[src/rtl/switch_event_decoder.sv]
// Turns debounced per-switch levels into single-cycle press, release, long-press and
// auto-repeat pulses, plus a held level. Every channel is independent and all outputs are registered.
module switch_event_decoder #(
    parameter int NUM_SW            = 4,
    parameter int LONG_PRESS_CYCLES = 12500000,
    parameter int REPEAT_CYCLES     = 2500000
) (
    input  logic              i_Clk,
    input  logic              i_Rst_L,
    input  logic [NUM_SW-1:0] i_Switches,
    input  logic              i_Repeat_En,
    output logic [NUM_SW-1:0] o_Press,
    output logic [NUM_SW-1:0] o_Release,
    output logic [NUM_SW-1:0] o_Long,
    output logic [NUM_SW-1:0] o_Repeat,
    output logic [NUM_SW-1:0] o_Held
);

    localparam int MAX_CYCLES = (LONG_PRESS_CYCLES > REPEAT_CYCLES) ? LONG_PRESS_CYCLES : REPEAT_CYCLES;
    localparam int CNT_W      = $clog2(MAX_CYCLES);
    localparam logic [CNT_W-1:0] LONG_LAST   = CNT_W'(LONG_PRESS_CYCLES - 1);
    localparam logic [CNT_W-1:0] REPEAT_LAST = CNT_W'(REPEAT_CYCLES - 1);
    localparam logic [CNT_W-1:0] CNT_ONE     = CNT_W'(1);

    typedef enum logic [1:0] {
        ST_IDLE,
        ST_HOLD,
        ST_LONG
    } state_t;

    state_t            stateQ [NUM_SW];
    logic  [CNT_W-1:0] countQ [NUM_SW];
    logic [NUM_SW-1:0] prevQ;
    logic [NUM_SW-1:0] pressQ;
    logic [NUM_SW-1:0] releaseQ;
    logic [NUM_SW-1:0] longQ;
    logic [NUM_SW-1:0] repeatQ;
    logic [NUM_SW-1:0] heldQ;

    assign o_Press   = pressQ;
    assign o_Release = releaseQ;
    assign o_Long    = longQ;
    assign o_Repeat  = repeatQ;
    assign o_Held    = heldQ;

    // Release is checked before any threshold so a fall on the threshold edge suppresses long/repeat.
    always_ff @(posedge i_Clk) begin
        if (!i_Rst_L) begin
            prevQ    <= '0;
            pressQ   <= '0;
            releaseQ <= '0;
            longQ    <= '0;
            repeatQ  <= '0;
            heldQ    <= '0;
            for (int n = 0; n < NUM_SW; n++) begin
                stateQ[n] <= ST_IDLE;
                countQ[n] <= '0;
            end
        end else begin
            prevQ <= i_Switches;
            for (int n = 0; n < NUM_SW; n++) begin
                pressQ[n]   <= 1'b0;
                releaseQ[n] <= 1'b0;
                longQ[n]    <= 1'b0;
                repeatQ[n]  <= 1'b0;
                case (stateQ[n])
                    ST_IDLE: begin
                        if (i_Switches[n] && !prevQ[n]) begin
                            pressQ[n] <= 1'b1;
                            heldQ[n]  <= 1'b1;
                            stateQ[n] <= ST_HOLD;
                            countQ[n] <= '0;
                        end
                    end
                    ST_HOLD: begin
                        if (!i_Switches[n]) begin
                            releaseQ[n] <= 1'b1;
                            heldQ[n]    <= 1'b0;
                            stateQ[n]   <= ST_IDLE;
                            countQ[n]   <= '0;
                        end else if (countQ[n] == LONG_LAST) begin
                            longQ[n]  <= 1'b1;
                            stateQ[n] <= ST_LONG;
                            countQ[n] <= '0;
                        end else begin
                            countQ[n] <= countQ[n] + CNT_ONE;
                        end
                    end
                    ST_LONG: begin
                        if (!i_Switches[n]) begin
                            releaseQ[n] <= 1'b1;
                            heldQ[n]    <= 1'b0;
                            stateQ[n]   <= ST_IDLE;
                            countQ[n]   <= '0;
                        end else if (!i_Repeat_En) begin
                            countQ[n] <= '0;
                        end else if (countQ[n] == REPEAT_LAST) begin
                            repeatQ[n] <= 1'b1;
                            countQ[n]  <= '0;
                        end else begin
                            countQ[n] <= countQ[n] + CNT_ONE;
                        end
                    end
                    default: begin
                        heldQ[n]  <= 1'b0;
                        stateQ[n] <= ST_IDLE;
                        countQ[n] <= '0;
                    end
                endcase
            end
        end
    end

endmodule

[config.mk]
export PLATFORM = sky130hd
export DESIGN_NAME = switch_event_decoder
export DESIGN_NICKNAME = d
export VERILOG_FILES = /design/src/rtl/switch_event_decoder.sv
export SDC_FILE = /design/constraint.sdc
export NUM_CORES = 1
export LEC_CHECK = 0
export CAP_MARGIN = 20
export CELL_PAD_IN_SITES_DETAIL_PLACEMENT = 1
export CELL_PAD_IN_SITES_GLOBAL_PLACEMENT = 1
export CORE_AREA = 2 2 122 124
export CTS_CLUSTER_SIZE = 28
export DETAILED_ROUTE_END_ITERATION = 10
export DIE_AREA = 0 0 124 126
export PLACE_DENSITY_LB_ADDON = 0.15
export SYNTH_ARGS = -nofsm -noshare
export SYNTH_HDL_FRONTEND = slang
export SYNTH_SLANG_ARGS = --single-unit
export TNS_END_PERCENT = 50
[constraint.sdc]
create_clock -name i_Clk -period 3.7 [get_ports i_Clk]
set_input_delay 0.74 -clock i_Clk [delete_from_list [all_inputs] [get_ports i_Clk]]
set_output_delay 0.74 -clock i_Clk [all_outputs]
set_load 0.02 [all_outputs]
==> results of run 1 <==
[layer usage]
metal | global-route usage, % | vias up
met1 | 27.42 | 2463
met3 | 5.344 | 20
met5 | 0 | -
li1 | - | 2443
met4 | 6.411 | 0
met2 | 35.97 | 55
[how the worst max path moves through the flow]
| stage | startpoint | end | slack, ps | cells past startpoint |
|---|---|---|---|---|
| finish | countQ[3][16]$_SDFFCE_PP0P_ | countQ[3][20]$_SDFFCE_PP0P_ | 980 | 6 |
| global route | countQ[3][0]$_SDFFCE_PP0P_ | countQ[3][20]$_SDFFCE_PP0P_ | 800 | 7 |
| CTS | countQ[1][15]$_SDFFCE_PP0P_ | countQ[1][19]$_SDFFCE_PP0P_ | 870 | 5 |
| detailed placement | i_Rst_L | countQ[2][20]$_SDFFCE_PP0P_ | 560 | 6 |
| global placement | i_Rst_L | countQ[2][4]$_SDFFCE_PP0P_ | 660 | 6 |
| floorplan | i_Rst_L | countQ[3][0]$_SDFFCE_PP0P_ | 920 | 3 |
[kinds of logic after synthesis]
kind of cell / count (synthesis) / synth area share, %
AO/OA/AOI/OAI: 24 / 2.742
flip-flops: 128 / 52.31
XOR/XNOR: 88 / 11.19
buffers and inverters: 38 / 2.652
AND/OR/NAND/NOR: 362 / 27.33
multiplexers: 1 / 0.1453
adder cells (fa/ha/maj): 20 / 3.632
[per-stage QoR]
step,cell area (um2),std cells
detailed placement,7343,865
floorplan,6889,661
finish,7873,898
global route,7873,898
CTS,7858,897
global placement,7343,865
[state kept, by name (all words and copies together) (netlist names)]
signal / cells
countQ: 96
stateQ: 8
o_Held: 4
o_Long: 4
o_Press: 4
o_Release: 4
o_Repeat: 4
prevQ: 4
[area by class of cell]
| class | instances | area (um2) |
|---|---|---|
| clock inverter | 10 | 70.07 |
| timing repair buffer | 34 | 327.8 |
| multi-input combinational | 495 | 3103 |
| sequential | 128 | 3603 |
| inverter | 25 | 93.84 |
| tap | 184 | 230.2 |
| fill | 1568 | 6441 |
| clock buffer | 22 | 444.2 |
[worst min-delay path: cells and delay by family, from the launching register on]
kind,cells,cell delay [ps]
flops,1,330
simple gates,2,200
[cells in the final DEF (no fill, tap or decap), types with 20 or more instances in the layout]
master,count
xnor2_1,31
xor2_1,57
nand4_1,28
edfxtp_1,104
nand2_1,54
ha_1,20
inv_1,25
clkdlybuf4s50_1,26
nor2_2,20
nand3_1,47
dfxtp_1,24
nor4_1,20
nor2_1,109
[power by group]
group / internal (mW) / total (mW) / switching [mW]
Combinational: 0.181 / 0.432 / 0.251
Sequential: 1.75 / 1.94 / 0.195
Clock: 0.905 / 1.50 / 0.592
==> results.json, run 1 <==
{
  "outcome": "completed",
  "drt-vias-per-instance": 5.547,
  "path_buf_inv": 1,
  "min_path_cells": 2,
  "ys_seq_elements": 128,
  "r2r_cells": 6,
  "hold_buffers": 0,
  "detail-route-antenna-nets": 0,
  "fin_skew_ps": 6.756,
  "clk_latency_ps": 420,
  "die_area_mm2": 0.01562,
  "slew_viol_final": 0,
  "rsz0062_at_grt": "false",
  "leakagePower_nw": 2.651,
  "syn-cell-area_mm2": 0.006889,
  "cts_resized": 0,
  "criticalPathCategory": "reg2reg",
  "synth_cells": 661,
  "vias": 4981,
  "synth_area_leaders": "edfxtp_1 45%, xor2_1 7.2%, dfxtp_1 7.0%",
  "fin_crit_sh_pct": 73.45,
  "crit_required_ps": 3870,
  "finalWeightedCongestion": 0.7838,
  "post-place-ws_ps": 557.9,
  "clk_pin_slew_ps": 60,
  "slowest_delay_ps": 580,
  "period_minus_slack_ps": 2718,
  "cts_made_buffers": 17,
  "met3_wirelength_um": 490,
  "hp-class": "reg2reg",
  "io_buffers": 26,
  "core_mm2": 0.01431,
  "post-route-worst-setup-slack_ps": 982.5,
  "dpl.hpwl_um": 10680,
  "synth_area_leader_cell": "edfxtp_1",
  "initial_core_util_pct": 48.13,
  "critPathArrivalTime_ps": 2890,
  "power_density_mw_per_mm2": 491.8,
  "reg2reg_setup_slack_ps": 980,
  "setup_viol": 0,
  "ys_top_cells_by_count": "109 x nor2_1, 104 x edfxtp_1, 57 x xor2_1, 54 x nand2_1, 47 x nand3_1",
  "ir_worst_vdd_uv": 335.1,
  "fin_setup_tns_ps": 0,
  "synthArstFlopShare_pct": 0,
  "hold_slack_ps": 582.3,
  "cts_max_level": 4,
  "grt-ovfl-total": 0,
  "yosysSeqAreaShare_pct": 52.31,
  "cts_root_buf": "clkbuf_16",
  "cts_sinks": 128,
  "yosys_warnings": 0,
  "first_iter_violations": 242,
  "design.portCount": 27,
  "cts_setup_buffers": 0,
  "cpMaxStageDelayCell": "or4_4",
  "grt_pass1_wl_um": 26300,
  "avgRoutedWirePerCell_um": 17.15,
  "cts_tree": "built",
  "synth_cell_types": 53,
  "max_freq_ghz": 0.3680,
  "yosysMostFrequentCell": "nor2_1",
  "hold_viol_final": 0,
  "met2WireLength_um": 7672,
  "area_delta_synth_final_pct": 14.28,
  "clock_path_buffers": 2,
  "grt_pass1_vias": 5316,
  "die_w_um": 124,
  "die-height_um": 126,
  "drt_wl_total_um": 15400,
  "slew_headroom_pct": 31.40,
  "drive_above_1_share_pct": 8.543,
  "nets": 728,
  "min_from": "prevQ[1]$_SDFF_PN0_",
  "yosysTopAreaCellShare_pct": 45.33,
  "synth_edf_count": 104,
  "cap_violations": 0,
  "dr.pass1.iters": 4,
  "avgSynthCellArea_um2": 10.42,
  "end_kind": "flip-flop",
  "met1_length_um": 7043,
  "crit_fanout": 15,
  "fp-row-count": 44,
  "synth_nets": 688,
  "n_antenna_cell": 0,
  "reg2reg_from": "countQ[3][16]$_SDFFCE_PP0P_",
  "gr-usage-all-layers_pct": 21.49,
  "grt_antenna_before_repair": 0,
  "routed.top_layer": "met4",
  "finalPower_mw": 3.872,
  "worstReg2RegEnd": "countQ[3][20]$_SDFFCE_PP0P_",
  "drc": 0,
  "worstMarginPinSlew_ps": 1021,
  "min_to": "o_Press[1]$_SDFF_PN0_",
  "synth-main-ff-cell": "edfxtp_1",
  "crit_chain": "or4_4, nor4_4, nand3_2, a22oi_4, buf_4, nor2_2",
  "crit_path_start_kind": "flip-flop",
  "post-route-util_pct": 55.00,
  "path_delay_family": "simple AND/OR/NAND/NOR gates",
  "grt_max_degree": 25
}
No activity file was read; power rests on OpenSTA's default activity.
==> inputs of run 2 (changes only) <==
==> constraint.sdc (replaced) <==
create_clock -name i_Clk -period 2.7 [get_ports i_Clk]
set_input_delay 0.54 -clock i_Clk [delete_from_list [all_inputs] [get_ports i_Clk]]
set_output_delay 0.54 -clock i_Clk [all_outputs]
set_load 0.02 [all_outputs]
==> run 2 against run 1 <==
Compared with the run above: routed wire length up 3.8%; setup slack lost 910 ps; final area increased by 3.6%; sequential power increased by 36%; global-route usage rose by 0.59 points; worst hold slack worse by 22 ps; critical path depth did not move; sequential cell count unchanged; total power rose by 44%.
==> results.json, run 2 (synthesized netlist as in run 1, its figures left out) <==
{
  "area_delta_synth_final_pct": 18.36,
  "critical_path.endpoint": "countQ[3][23]$_SDFFCE_PP0P_",
  "avgRoutedWirePerCell_um": 17.39,
  "drive_above_1_share_pct": 11.70,
  "period_minus_slack_ps": 2629,
  "critPathArrivalTime_ps": 2900,
  "initial_core_util_pct": 48.13,
  "cap_violations": 0,
  "end_kind": "flip-flop",
  "nFillCells": 1543,
  "top_regs": "countQ (96), stateQ (8)",
  "cts_sinks": 128,
  "crit_chain": "clkdlybuf4s50_1, buf_4, nand2_1, nor4b_1, a22oi_2, nor2_2",
  "r2r_cells": 5,
  "detail-route-antenna-nets": 0,
  "die-height_um": 126,
  "n_antenna_cell": 0,
  "clk_latency_ps": 420,
  "largest_reg_flops": 96,
  "grt-ovfl-total": 0,
  "slew_headroom_pct": 34.95,
  "hp-class": "reg2reg",
  "drc": 0,
  "clk_pin_slew_ps": 60,
  "power_density_mw_per_mm2": 685.6,
  "die_w_um": 124,
  "cpMaxStageDelayCell": "nor4b_1",
  "dpl.hpwl_um": 10950,
  "grt_pass1_wl_um": 27010,
  "finalPower_mw": 5.590,
  "design.portCount": 27,
  "hold_viol_final": 0,
  "layout.cells.non_filler": 919,
  "multi_input_area_mm2": 0.003119,
  "cts_max_level": 4,
  "post-route-util_pct": 56.97,
  "worstReg2RegEnd": "countQ[3][23]$_SDFFCE_PP0P_",
  "setup_viol": 0,
  "cts_setup_buffers": 0,
  "ir_worst_vdd_uv": 506.9,
  "slowest_delay_ps": 820,
  "path_delay_family": "simple AND/OR/NAND/NOR gates",
  "dr.pass1.iters": 6,
  "slew_viol_final": 0,
  "grt_max_degree": 25,
  "outcome": "completed",
  "cts_tree": "built",
  "die_area_mm2": 0.01562,
  "leakagePower_nw": 2.791,
  "largest_register": "countQ",
  "crit_required_ps": 2970,
  "io_buffers": 26,
  "fin_skew_ps": 5.410,
  "grt_antenna_before_repair": 0,
  "reg2reg_setup_slack_ps": 130,
  "crit_fanout": 14,
  "nets": 749,
  "cts_made_buffers": 17,
  "worstMarginPinSlew_ps": 962.2,
  "core_mm2": 0.01431,
  "grt_pass1_vias": 5427,
  "vias": 5097,
  "postPlaceCellArea_mm2": 0.007546,
  "finalWeightedCongestion": 0.8465,
  "crit_path_start_kind": "input pin",
  "fin_setup_tns_ps": 0,
  "fin_area_mm2": 0.008154,
  "cts_root_buf": "clkbuf_16",
  "worstSetupPathDepth": 6,
  "drt-vias-per-instance": 5.546,
  "path_buf_inv": 2,
  "first_iter_violations": 329,
  "fin_crit_sh_pct": 97.37,
  "startpoint": "i_Rst_L",
  "seq_area_mm2": 0.003603,
  "drt_wl_total_um": 15990,
  "fp-row-count": 44,
  "placedCellCount": 885,
  "clock_path_buffers": 2,
  "mostFrequentLayoutCell": "nor2_1",
  "max_freq_ghz": 0.3804,
  "gr-usage-all-layers_pct": 22.08,
  "final_cell_mix": "109 x nor2_1, 104 x edfxtp_1, 57 x xor2_1, 54 x nand2_1, 47 x nand3_1",
  "reg2reg_from": "countQ[3][16]$_SDFFCE_PP0P_",
  "criticalPathCategory": "in2reg"
}
==> run 2: changes by cell type in the layout (fill, tap and decap cells not counted), moves of 2 or more <==
| cell | change |
|---|---|
| buf_12 | +4 |
| buf_4 | +16 |
| bufinv_16 | +2 |
| clkbuf_1 | -2 |
| clkinv_2 | -3 |
| clkinvlp_4 | +3 |
==> run 2: how the worst min path moves through the flow <==
stage          slack, ps  cells past startpoint               endpoint                 from
2_1_floorplan        510                      2  o_Press[1]$_SDFF_PN0_  prevQ[1]$_SDFF_PN0_
3_3_place_gp         540                      2  o_Press[1]$_SDFF_PN0_  prevQ[1]$_SDFF_PN0_
3_5_place_dp         560                      2  o_Press[1]$_SDFF_PN0_  prevQ[1]$_SDFF_PN0_
4_1_cts              570                      2  o_Press[1]$_SDFF_PN0_  prevQ[1]$_SDFF_PN0_
5_1_grt              590                      2  o_Press[1]$_SDFF_PN0_  prevQ[1]$_SDFF_PN0_
6_report             560                      2  o_Press[1]$_SDFF_PN0_  prevQ[1]$_SDFF_PN0_
==> run 2: timing repair <==
item                       in CTS  in global routing
setup endpoints to repair       0                  6
resized for setup               0                  1
hold buffers                    0                  0
==> run 2: report_power, final <==
group          switching [mW]  internal (mW)
clock                   0.848           1.44
sequential              0.251           2.39
combinational           0.376          0.284
==> run 2: metal layers <==
layer / track usage [%] / up-vias / wire length (um)
li1: - / 2484 / -
met2: 36.01 / 60 / 7875
met4: 8.196 / 0 / 266
met3: 4.665 / 19 / 384
met5: 0 / - / 0
met1: 28.86 / 2534 / 7460
==> run 2: final cells by class <==
class | instances | share of cell area (%)
inverter | 25 | 1.151
timing repair buffer | 54 | 6.475
tap | 184 | 2.823
sequential | 128 | 44.19
clock inverter | 12 | 1.749
clock buffer | 20 | 5.355
multi-input combinational | 496 | 38.25
==> run 2: per-stage QoR <==
stage / hold WS (ps) / worst slack [ps]
detailed placement: 557.9 / -11.87
CTS: 570.4 / 56.50
global route: 588.1 / -21.43
finish: 560.4 / 70.95
floorplan: 507.1 / -27.43
global placement: 540.4 / 99.84
==> run 2: worst min-delay path: cells and delay by family, from the launching register on <==
kind | cells | cell delay [ps]
DFF | 1 | 310
and+or+nand+nor | 2 | 210
==> inputs of run 3 (changes only) <==
--- a/config.mk
+++ b/config.mk
@@ -8,10 +8,10 @@
 export CAP_MARGIN = 20
 export CELL_PAD_IN_SITES_DETAIL_PLACEMENT = 1
 export CELL_PAD_IN_SITES_GLOBAL_PLACEMENT = 1
-export CORE_AREA = 2 2 122 124
+export CORE_AREA = 2 2 129 131
 export CTS_CLUSTER_SIZE = 28
 export DETAILED_ROUTE_END_ITERATION = 10
-export DIE_AREA = 0 0 124 126
+export DIE_AREA = 0 0 131 133
 export PLACE_DENSITY_LB_ADDON = 0.15
 export SYNTH_ARGS = -nofsm -noshare
 export SYNTH_HDL_FRONTEND = slang
==> run 3 against run 2 <==
Compared with the run above: final cell count rose by 4.0%; critical path type unchanged; final area grew 0.57%; die area grew 12%; sequential cell count unchanged; utilization down 6.3 points; sequential share of layout area fell by 0.25 points; sequential power is essentially flat; critical path depth stayed put.
==> results.json, run 3 (synthesized netlist as in run 1, its figures left out) <==
{
  "clk_latency_ps": 430,
  "n_antenna_cell": 0,
  "dpl.hpwl_um": 10750,
  "hp-class": "reg2reg",
  "fin_skew_ps": 7.896,
  "nets": 750,
  "top_regs": "countQ (96), stateQ (8)",
  "grt-ovfl-total": 0,
  "post-route-util_pct": 50.71,
  "slew_headroom_pct": 32.53,
  "die_area_mm2": 0.01742,
  "setup_viol": 0,
  "post-route-worst-setup-slack_ps": 26.71,
  "p_switching_mw": 1.444,
  "fin_setup_tns_ps": 0,
  "drt-vias-per-instance": 5.325,
  "final_cell_mix": "109 x nor2_1, 104 x edfxtp_1, 57 x xor2_1, 53 x nand2_1, 47 x nand3_1",
  "criticalPathCategory": "in2reg",
  "drive_above_1_share_pct": 11.82,
  "grt_antenna_before_repair": 0,
  "hold_buffers": 0,
  "crit_required_ps": 2980,
  "dr.pass1.iters": 4,
  "largest_register": "countQ",
  "intPower_mw": 4.030,
  "grt_pass1_wl_um": 26210,
  "outcome": "completed",
  "ir_worst_vdd_uv": 453.2,
  "initial_core_util_pct": 42.60,
  "fp-row-count": 47,
  "swShare_pct": 26.38,
  "critical_path.endpoint": "countQ[3][9]$_SDFFCE_PP0P_",
  "multi_input_area_mm2": 0.003132,
  "grt_max_degree": 25,
  "period_minus_slack_ps": 2673,
  "cts_max_level": 4,
  "cts_sinks": 128,
  "cts_made_buffers": 17,
  "drt_wl_total_um": 15740,
  "die-height_um": 133,
  "end_kind": "flip-flop",
  "power_density_mw_per_mm2": 667.6,
  "crit_fanout": 13,
  "reg2reg_from": "countQ[3][6]$_SDFFCE_PP0P_",
  "cts_tree": "built",
  "r2r_cells": 5,
  "fin_area_mm2": 0.008200,
  "hold_viol_final": 0,
  "avgRoutedWirePerCell_um": 16.46,
  "vias": 5091,
  "core_mm2": 0.01617,
  "area_delta_synth_final_pct": 19.03,
  "crit_path_start_kind": "input pin",
  "cts_resized": 0,
  "finalPower_mw": 5.474,
  "detail-route-antenna-nets": 0,
  "cap_violations": 0,
  "leakagePower_nw": 2.799,
  "design.portCount": 27,
  "cts_root_buf": "clkbuf_16",
  "clk_pin_slew_ps": 50,
  "mostFrequentLayoutCell": "nor2_1",
  "cpMaxStageDelayCell": "nor4b_1",
  "pwr-share-comb_pct": 11.9,
  "worstReg2RegEnd": "countQ[3][9]$_SDFFCE_PP0P_",
  "seq_area_mm2": 0.003603,
  "worstMarginPinSlew_ps": 1012,
  "clock_path_buffers": 2,
  "power_frac_seq_pct": 48.3,
  "nFillCells": 1753,
  "slowest_delay_ps": 810,
  "reg2reg_setup_slack_ps": 50,
  "gr-usage-all-layers_pct": 19.02,
  "finalWeightedCongestion": 0.7833,
  "clkPwrFrac_pct": 39.8,
  "postPlaceCellArea_mm2": 0.007599,
  "critPathArrivalTime_ps": 2950,
  "post-place-ws_ps": -28.87,
  "grt_pass1_vias": 5297,
  "min_path_cells": 2,
  "max_freq_ghz": 0.3741,
  "fin_crit_sh_pct": 99.01,
  "drc": 0,
  "cts_setup_buffers": 0,
  "rsz0062_at_grt": "true",
  "die_w_um": 131,
  "io_buffers": 26,
  "startpoint": "i_Rst_L",
  "largest_reg_flops": 96,
  "slew_viol_final": 0,
  "first_iter_violations": 320,
  "crit_chain": "clkdlybuf4s50_1, buf_4, nand2_1, nor4b_1, a22oi_2, nor2_2"
}
-- run 3: critical path: cells and delay by family --
kind | cells | cell delay (ps)
and+or+nand+nor | 3 | 1180
buffers and inverters | 2 | 720
AOI/OAI and AO/OA | 1 | 510
-- run 3: through the flow --
step                      std cells  hold slack [ps]
after global placement          922            537.2
after global routing            956            580.4
after floorplan                 661            507.1
after detailed placement        922            552.3
final                           956            551.9
after CTS                       954            560.1
-- run 3: area by class of cell --
class                           instances  area share [%]
Multi-Input combinational cell        496           38.19
Tap cell                              220           3.357
Timing Repair Buffer                   55           6.530
Clock inverter                          4          0.2594
Clock buffer                           28           6.576
Inverter                               25           1.144
Sequential cell                       128           43.94
-- run 3: how the worst min path moves through the flow --
| stage | startpoint | endpoint |
|---|---|---|
| 2_1_floorplan | prevQ[1]$_SDFF_PN0_ | o_Press[1]$_SDFF_PN0_ |
| 3_3_place_gp | prevQ[1]$_SDFF_PN0_ | o_Press[1]$_SDFF_PN0_ |
| 3_5_place_dp | prevQ[1]$_SDFF_PN0_ | o_Press[1]$_SDFF_PN0_ |
| 4_1_cts | prevQ[1]$_SDFF_PN0_ | o_Press[1]$_SDFF_PN0_ |
| 5_1_grt | prevQ[1]$_SDFF_PN0_ | o_Press[1]$_SDFF_PN0_ |
| 6_report | prevQ[1]$_SDFF_PN0_ | o_Press[1]$_SDFF_PN0_ |
-- run 3: power groups by stage --
stage / Combinational, mW / Sequential [mW] / Clock [mW]
5_1_grt: 0.730 / 2.68 / 2.30
2_1_floorplan: 0.432 / 2.63 / 0
3_5_place_dp: 0.645 / 2.68 / 0
6_report: 0.654 / 2.64 / 2.18
3_3_place_gp: 0.620 / 2.67 / 0
4_1_cts: 0.656 / 2.64 / 2.22
-- run 3: routing by layer --
metal	vias up	GRT usage, %	wire [um]
met2	76	29.85	7466
li1	2487	-	-
met4	0	6.678	242
met5	-	0	0
met1	2510	25.99	7565
met3	18	4.003	466
